==> src/rtl/garegga_prog_pkg.sv <==
// rtl/garegga_prog_pkg.sv - shared types for the ROM-download write responder
package garegga_prog_pkg;

  localparam int PROG_AW = 22;
  localparam logic [1:0] MASK_RST = 2'b11;

  typedef struct packed {
    logic [PROG_AW-1:0] addr;
    logic [1:0]         ba;
    logic [15:0]        data;
    logic [1:0]         mask;
  } prog_entry_t;

  typedef enum logic [1:0] {IDLE, REQ, WAIT} drain_state_t;

endpackage

==> src/rtl/garegga_prog_fifo.sv <==
// rtl/garegga_prog_fifo.sv - request FIFO with push/pop and merge-into-tail
module garegga_prog_fifo
  import garegga_prog_pkg::*;
#(
  parameter int DEPTH = 4
) (
  input  logic                     clk,
  input  logic                     resetn,
  input  logic                     push,
  input  prog_entry_t              push_entry,
  input  logic                     pop,
  input  logic                     merge,
  input  prog_entry_t              merge_entry,
  output prog_entry_t              head,
  output prog_entry_t              tail,
  output logic [$clog2(DEPTH):0]   count,
  output logic                     full,
  output logic                     empty
);

  localparam int PW = $clog2(DEPTH);

  prog_entry_t   mem [DEPTH];
  logic [PW-1:0] wr_ptr;
  logic [PW-1:0] rd_ptr;
  logic [PW-1:0] tail_ptr;

  assign tail_ptr = wr_ptr - 1'b1;

  always_ff @(posedge clk) begin
    if (!resetn) begin
      wr_ptr <= '0;
      rd_ptr <= '0;
      count  <= '0;
    end else begin
      if (push) wr_ptr <= wr_ptr + 1'b1;
      if (pop)  rd_ptr <= rd_ptr + 1'b1;
      case ({push, pop})
        2'b10:   count <= count + 1'b1;
        2'b01:   count <= count - 1'b1;
        default: count <= count;
      endcase
    end
  end

  // Storage is not reset; the top masks the head fields while empty.
  always_ff @(posedge clk) begin
    if (push)       mem[wr_ptr]   <= push_entry;
    else if (merge) mem[tail_ptr] <= merge_entry;
  end

  assign head  = mem[rd_ptr];
  assign tail  = mem[tail_ptr];
  assign full  = (count == (PW+1)'(DEPTH));
  assign empty = (count == '0);

endmodule

==> src/rtl/garegga_prog_wr.sv <==
// rtl/garegga_prog_wr.sv - ROM download write responder; GAREGGA_PROG_MERGE_EN enables byte merge
module garegga_prog_wr
  import garegga_prog_pkg::*;
#(
  parameter int DEPTH = 4,
  parameter int AW    = PROG_AW
) (
  input  logic          CLK,
  input  logic          RESET_N,
  input  logic [AW-1:0] PROG_ADDR,
  input  logic [15:0]   PROG_DATA,
  input  logic [1:0]    PROG_MASK,
  input  logic [1:0]    PROG_BA,
  input  logic          PROG_WE,
  output logic          PROG_RDY,
  input  logic          DOWNLOADING,
  output logic          PROG_BUSY,
  output logic [AW-1:0] SDR_ADDR,
  output logic [1:0]    SDR_BA,
  output logic [15:0]   SDR_DIN,
  output logic [1:0]    SDR_DIN_M,
  output logic          SDR_WR,
  input  logic          SDR_ACK,
  input  logic          SDR_RDY
);

  localparam int PW = $clog2(DEPTH);
  localparam logic [PW:0] ONE = (PW+1)'(1);

  drain_state_t state, state_nx;
  prog_entry_t  req_entry, merge_entry, head, tail;
  logic [PW:0]  count;
  logic         full, empty, taken;
  logic         accept, push, pop, merge, merge_ok, remaining;
  logic         unused_downloading;

  assign unused_downloading = DOWNLOADING;

  assign req_entry = '{addr: PROG_AW'(PROG_ADDR), ba: PROG_BA, data: PROG_DATA, mask: PROG_MASK};

`ifdef GAREGGA_PROG_MERGE_EN
  // The tail may only absorb bytes while it is not the entry being handed to the controller.
  assign merge_ok = !empty && (tail.addr == req_entry.addr) && (tail.ba == PROG_BA) &&
                    ((~PROG_MASK & ~tail.mask) == 2'b00) && !(count == ONE && state != IDLE);
  assign merge_entry = '{addr: tail.addr, ba: tail.ba,
                         data: {PROG_MASK[1] ? tail.data[15:8] : PROG_DATA[15:8],
                                PROG_MASK[0] ? tail.data[7:0]  : PROG_DATA[7:0]},
                         mask: PROG_MASK & tail.mask};
`else
  assign merge_ok    = 1'b0;
  assign merge_entry = tail;
`endif

  // A pop frees a slot in the same cycle, so a full FIFO can still accept then.
  assign pop       = (state == REQ && SDR_ACK && SDR_RDY) || (state == WAIT && SDR_RDY);
  assign accept    = PROG_WE && !taken && (!full || pop || merge_ok);
  assign push      = accept && !merge_ok;
  assign merge     = accept && merge_ok;
  assign remaining = (count > ONE) || push;

  garegga_prog_fifo #(.DEPTH(DEPTH)) u_fifo (
    .clk         (CLK),
    .resetn      (RESET_N),
    .push        (push),
    .push_entry  (req_entry),
    .pop         (pop),
    .merge       (merge),
    .merge_entry (merge_entry),
    .head        (head),
    .tail        (tail),
    .count       (count),
    .full        (full),
    .empty       (empty)
  );

  always_comb begin
    state_nx = state;
    case (state)
      IDLE: if (!empty || push) state_nx = REQ;
      REQ: begin
        if (SDR_ACK && SDR_RDY) state_nx = remaining ? REQ : IDLE;
        else if (SDR_ACK)       state_nx = WAIT;
      end
      WAIT: if (SDR_RDY) state_nx = remaining ? REQ : IDLE;
      default: state_nx = IDLE;
    endcase
  end

  always_ff @(posedge CLK) begin
    if (!RESET_N) begin
      state    <= IDLE;
      taken    <= 1'b0;
      PROG_RDY <= 1'b0;
    end else begin
      state    <= state_nx;
      PROG_RDY <= accept;
      if (!PROG_WE)    taken <= 1'b0;
      else if (accept) taken <= 1'b1;
    end
  end

  assign SDR_WR    = (state == REQ);
  assign PROG_BUSY = !empty || (state != IDLE);
  assign SDR_ADDR  = empty ? '0       : AW'(head.addr);
  assign SDR_BA    = empty ? 2'b00    : head.ba;
  assign SDR_DIN   = empty ? 16'h0000 : head.data;
  assign SDR_DIN_M = empty ? MASK_RST : head.mask;

endmodule

==> config.mk <==
export PLATFORM = sky130hd
export DESIGN_NAME = garegga_prog_wr
export DESIGN_NICKNAME = d
export VERILOG_FILES = /design/src/rtl/garegga_prog_pkg.sv /design/src/rtl/garegga_prog_fifo.sv /design/src/rtl/garegga_prog_wr.sv
export SDC_FILE = /design/constraint.sdc
export NUM_CORES = 1
export LEC_CHECK = 0
export ABC_AREA = 1
export CORE_MARGIN = 5
export CORE_UTILIZATION = 37
export DETAILED_ROUTE_END_ITERATION = 7
export PLACE_DENSITY = 0.59
export SYNTH_ARGS = -nofsm -noshare
export SYNTH_HDL_FRONTEND = slang
export SYNTH_HIERARCHICAL = 1
export SYNTH_SLANG_ARGS = --single-unit
==> constraint.sdc <==
create_clock -name CLK -period 10.25 [get_ports CLK]
set_input_delay 2.05 -clock CLK [delete_from_list [all_inputs] [get_ports CLK]]
set_output_delay 2.05 -clock CLK [all_outputs]
set_load 0.02 [all_outputs]
======== Word-level counts from Yosys, hierarchy flattened ========
Memory sizes are Yosys's and may differ from the RTL's. A register that Yosys moved wholly into a read port is not among the register bits.
Index checks and enable logic that the tools add are counted.
Widths: inputs -> output; s select.
storage, ports and cells
  flip-flop bits (word level) ............. 11
  RAM bits ................................ 168
  input port bits ......................... 48
  output and inout bits ................... 45
  logic and storage cells ................. 55
  memories ................................ 1
operators by class
  add/subtract/negate cells ............... 4
  $lt $le $gt $ge ......................... 1
  equality and inequality tests ........... 8
  multiplexer cells ....................... 15
  reductions and logical operators ........ 20
memories
  name        words  width  rd ports  clocked after memory_dff  wr ports  RTL line                 RTL
  u_fifo.mem  4      42     1         1                         1         garegga_prog_fifo.sv:23  prog_entry_t mem [DEPTH];
operators with widths
  operator             count
  $mux 22              1
  $mux 16              1
  $mux 2               8
  $logic_and 1x1->1    6
  $pmux 2 s3           1
  $pmux 3 s2           1
  $logic_or 1x1->1     5
  $add 2x1->2 const B  2
  $eq 2x1->1 const B   2
  $eq 2x2->1 const B   2
  $ne 2x2->1 const B   2
  $reduce_bool 2->1    2
  $add 3x1->3 const B  1
  $eq 3x3->1 const B   1
  $gt 3x1->1 const B   1
  $logic_not 1->1      3
  $logic_not 3->1      1
  $mux 1               3
  $ne 3x1->1 const B   1
  $reduce_and 3->1     1
  $sub 3x1->3 const B  1
  $logic_not 2->1      1
  $reduce_and 2->1     1

======== Logic depth before layout (Yosys ltp) ========
  word-level depth ........................ 10
  mapped depth ............................ 17
  gate-level depth less buffers ........... 16

======== Modules after synthesis ========
Netlist, hierarchy kept.
by module, submodules not included
  module             times used  cells an instance  area an instance (µm²)  seq. area each (µm²)
  garegga_prog_fifo  1           845                8,299.2                 5,225.0
  garegga_prog_wr    1           125                573.0                   80.1

======== Least setup slack after synthesis ========
OpenSTA, ideal clock, no wires.
  kind .................................... input-to-reg
  start ................................... input SDR_RDY
  end ..................................... memory u_fifo/mem[0][0] (netlist bit) (enable)
  setup time .............................. 0.442 ns
  arrival time ............................ 4.428 ns
  data required time ...................... 9.808 ns
  setup slack ............................. 5.380 ns
  stages .................................. 9
  path through ............................ nand2_1 inv_1 nand2_2 nand3_2 nand2_2 inv_1 nand2_1 o21a_1 nor2_1
between the ends
  longest elaborated chain between the ends .. 6
  elaborated cells on any way between the ends .. 7
ends and longest elaborated chain
  item                              RTL line                 RTL
  start, declared                   garegga_prog_wr.sv:24    input logic SDR_RDY
  $logic_and 1x1->1                 garegga_prog_wr.sv:55    assign pop = (state == REQ && SDR_ACK && SDR_RDY) || (state == WAIT && SDR_RDY);
  $logic_or 1x1->1 (*)              garegga_prog_wr.sv:55
  $logic_or 1x1->1 (*)              garegga_prog_wr.sv:56    assign accept = PROG_WE && !taken && (!full || pop || merge_ok);
  $logic_and 1x1->1 (*)             garegga_prog_wr.sv:56
  via accept                        garegga_prog_wr.sv:34    logic accept, push, pop, merge, merge_ok, remaining;
  $mux 1 (*)                        garegga_prog_fifo.sv:48  if (push) mem[wr_ptr] <= push_entry;
  $mux 1 (not written as such) (*)  garegga_prog_fifo.sv:48
  end, declared                     garegga_prog_fifo.sv:23
Mark *: on every way through the listed nets, which the timed path passes. The rest lies on a longest branch.

==> flow_summary.toml <==
[logic_synthesis]
yosysSeqAreaShare_pct = 59.8
synth_cells = 970
synth_edf_count = 168
synth.avg_cell_area_um2 = 9.15
async_flop_share_pct = 0
yosys_warnings = 6
syn_nets = 1020
synthDistinctLibCells = 29
syn_area_um2 = 8870
ys.flop_type = "edfxtp_1"
ys_ff_latch = 181

[timing]
fin_hold_ws_ps = 445
fin_crit_sh_pct = 48.9
setup_tns_ps = 0
finalSetupViolCount = 0
worst_pin_slew_ps = 1830
clock.fmax_ghz = 0.199
rsz0062_at_grt = "false"
fin_skew_ps = 14.4
fin_crit_ps = 5020
slew_violations = 48
max_slew_margin_pct = -22.5
hold_viol_final = 0

[placement]
dp_hpwl_um = 13000
gp_congestion = 0.766
postPlaceCellArea_um2 = 9950
io_buffers = 91

[clocking]
postCtsSetupBuffers = 0
cts_buffers = 17
numClockSinks = 181
cts_hold_buf = 0
cts-resized-gates = 0
cts_root_buf = "clkbuf_16"
clock_path_buffers = 2
cts.clk_slew.worst_paths_ps = 60
cts_tree = "yes"
clock_latency_ps = 430
htreeDepth = 4

[worst_setup_path]
crit_arrival_ps = 2970
worstSetupPathType = "register to output pin"
max_stage_delay_ps = 650
critPathSlowestCell = "clkdlybuf4s50_1"
rr_startpoint = "u_fifo/count[2]"
path_buf_inv = 4
rr_worst_depth = 15
path_cells = "inv_2 > buf_4 > o21ai_0 > o21ai_1 > inv_1 > nor2_1 > clkdlybuf4s50_1"
crit_fanout = 47
worst_setup_path_end_kind = "output pin"
crit_end = "SDR_ADDR[21]"
path_delay_family = "buffers and inverters"
r2r_slack_ps = 7240
required_ps = 8200
startpoint_type = "register"
critical_path_cell_count = 7
reg2reg_to = "u_fifo/count[2]"

[cells_and_area]
drive_gt1_share_pct = 6.15
n_antenna_cell = 0
final_common_cell = "nand2_1"
final_nets = 1077
fin_area_um2 = 10500
syn2layout_area_growth_pct = 18.7
mostFrequentLayoutCells = "nand2_1 (241), edfxtp_1 (168), nor2_1 (131)"

[routing]
routedWlPerCell_um = 17.3
drtIter0Drc = 586
ant_nets = 0
drt-total-wl_um = 23500
via_per_inst = 5.19
num_vias = 7054
drc = 0
firstDrtPassIters = 6

[grt]
grt_max_degree = 94
grtUsageTotal_pct = 17.4
grt_pass1_vias = 6896
grt_overflow_total = 0
grt_pass1_wl_um = 36000
antenna_found_initial = 0

[status]
outcome = "finished with violations"
violations = "max-slew violations"

[power_and_ir_drop]
vdd_drop_max_uv = 117
p_leak_nw = 4.02
power_density_nw_per_um2 = 193

[floorplan]
die_x_um = 165
die-area_um2 = 27200
rows = 56
start_util_pct = 37.7
die_y_um = 165
coreArea_um2 = 23500
io_pins = 93

[run]
drv_cap = 0

[hold_path]
min_path_type = "register to register"
## where the power goes
part | switching (mW) | internal, mW
clock network | 0.276 | 0.361
registers | 0.0273 | 0.890
logic | 0.302 | 0.174
total | 0.605 | 1.43
## through the flow
stage / utilization [%] / std cells / setup slack [ps] / power [mW]
3_3_place_gp: 42.3 / 1327 / 5250 / 1.40
6_report: 44.7 / 1359 / 5230 / 2.03
3_5_place_dp: 42.3 / 1327 / 5240 / 1.41
2_1_floorplan: - / 970 / 5380 / 1.22
5_1_grt: 44.7 / 1359 / 5120 / 2.13
4_1_cts: 44.7 / 1359 / 5270 / 2.04
## layer usage
| layer | vias to the layer above | GRT usage (%) | wire length [µm] |
|---|---|---|---|
| met5 | - | 0 | 0 |
| met4 | 0 | 5.67 | 359 |
| met3 | 32 | 3.42 | 1570 |
| met2 | 257 | 29.5 | 11600 |
| met1 | 3351 | 22.4 | 10100 |
| li1 | 3414 | - | - |
## registers in the layout, summed over array words and instances (netlist names), named ones only
| register | flops |
|---|---|
| u_fifo/mem | 168 |
| u_fifo/wr_ptr | 2 |
| taken | 1 |
| PROG_RDY | 1 |
| state | 2 |
| u_fifo/count | 3 |
| u_fifo/rd_ptr | 2 |
## logic make-up (layout without fill, tap and decap cells)
kind of cell               count (synthesis)  count (layout)  synth area share [%]
AOI/OAI and AO/OA                        177             177                  10.8
adders and majority gates                  2               2                 0.367
DFF                                      181             181                  59.8
other                                      1               1                0.0423
and+or+nand+nor                          468             468                  21.8
buffers and inverters                    141             211                  7.23
## cell type report
type                       instances  area [µm²]
inverter                          78         293
sequential                       181        5310
timing repair buffer             101         986
multi-input combinational        648        2960
clock buffer                      18         429
clock inverter                    14         154
fill                            2240       13000
tap                              319         399
## synth_stat cells (6+ instances only)
cell type,count,area share (%)
o22ai_1,31,2.2
o21ai_0,75,4.2
inv_1,68,2.9
buf_6,8,1.0
a21oi_1,31,1.7
inv_2,10,0.42
nand2_1,241,10
nor2_1,135,5.7
a22oi_1,10,0.85
dfxtp_1,13,2.9
nand3_1,48,2.7
buf_2,24,1.4
o21ai_1,27,1.5
edfxtp_1,168,57
buf_4,6,0.51
clkbuf_1,25,1.1
nand4_1,33,2.3
## worst register-to-register path, stage by stage (launching register included)
cell and delay, ps:
dfxtp_1 400, inv_1 70, nor3_1 190, nand3_2 120, nand2_2 130, inv_1 120
inv_2 790, ha_1 330, inv_1 80, fa_1 380, inv_1 60, nand2_1 60
nand3_1 70, nand2_1 50, inv_1 40, nor2_1 30
## worst min-delay path by stage
| stage | from | end | slack [ps] | cells after the start |
|---|---|---|---|---|
| after floorplan | u_fifo/rd_ptr[1] | register | 410 | 1 |
| after global placement | u_fifo/rd_ptr[1] | register | 420 | 1 |
| after detailed placement | u_fifo/rd_ptr[1] | register | 430 | 1 |
| after CTS | u_fifo/rd_ptr[1] | register | 450 | 1 |
| after global routing | u_fifo/rd_ptr[1] | register | 470 | 1 |
| final | u_fifo/rd_ptr[1] | register | 450 | 1 |
No activity file was read; power rests on OpenSTA's default activity.
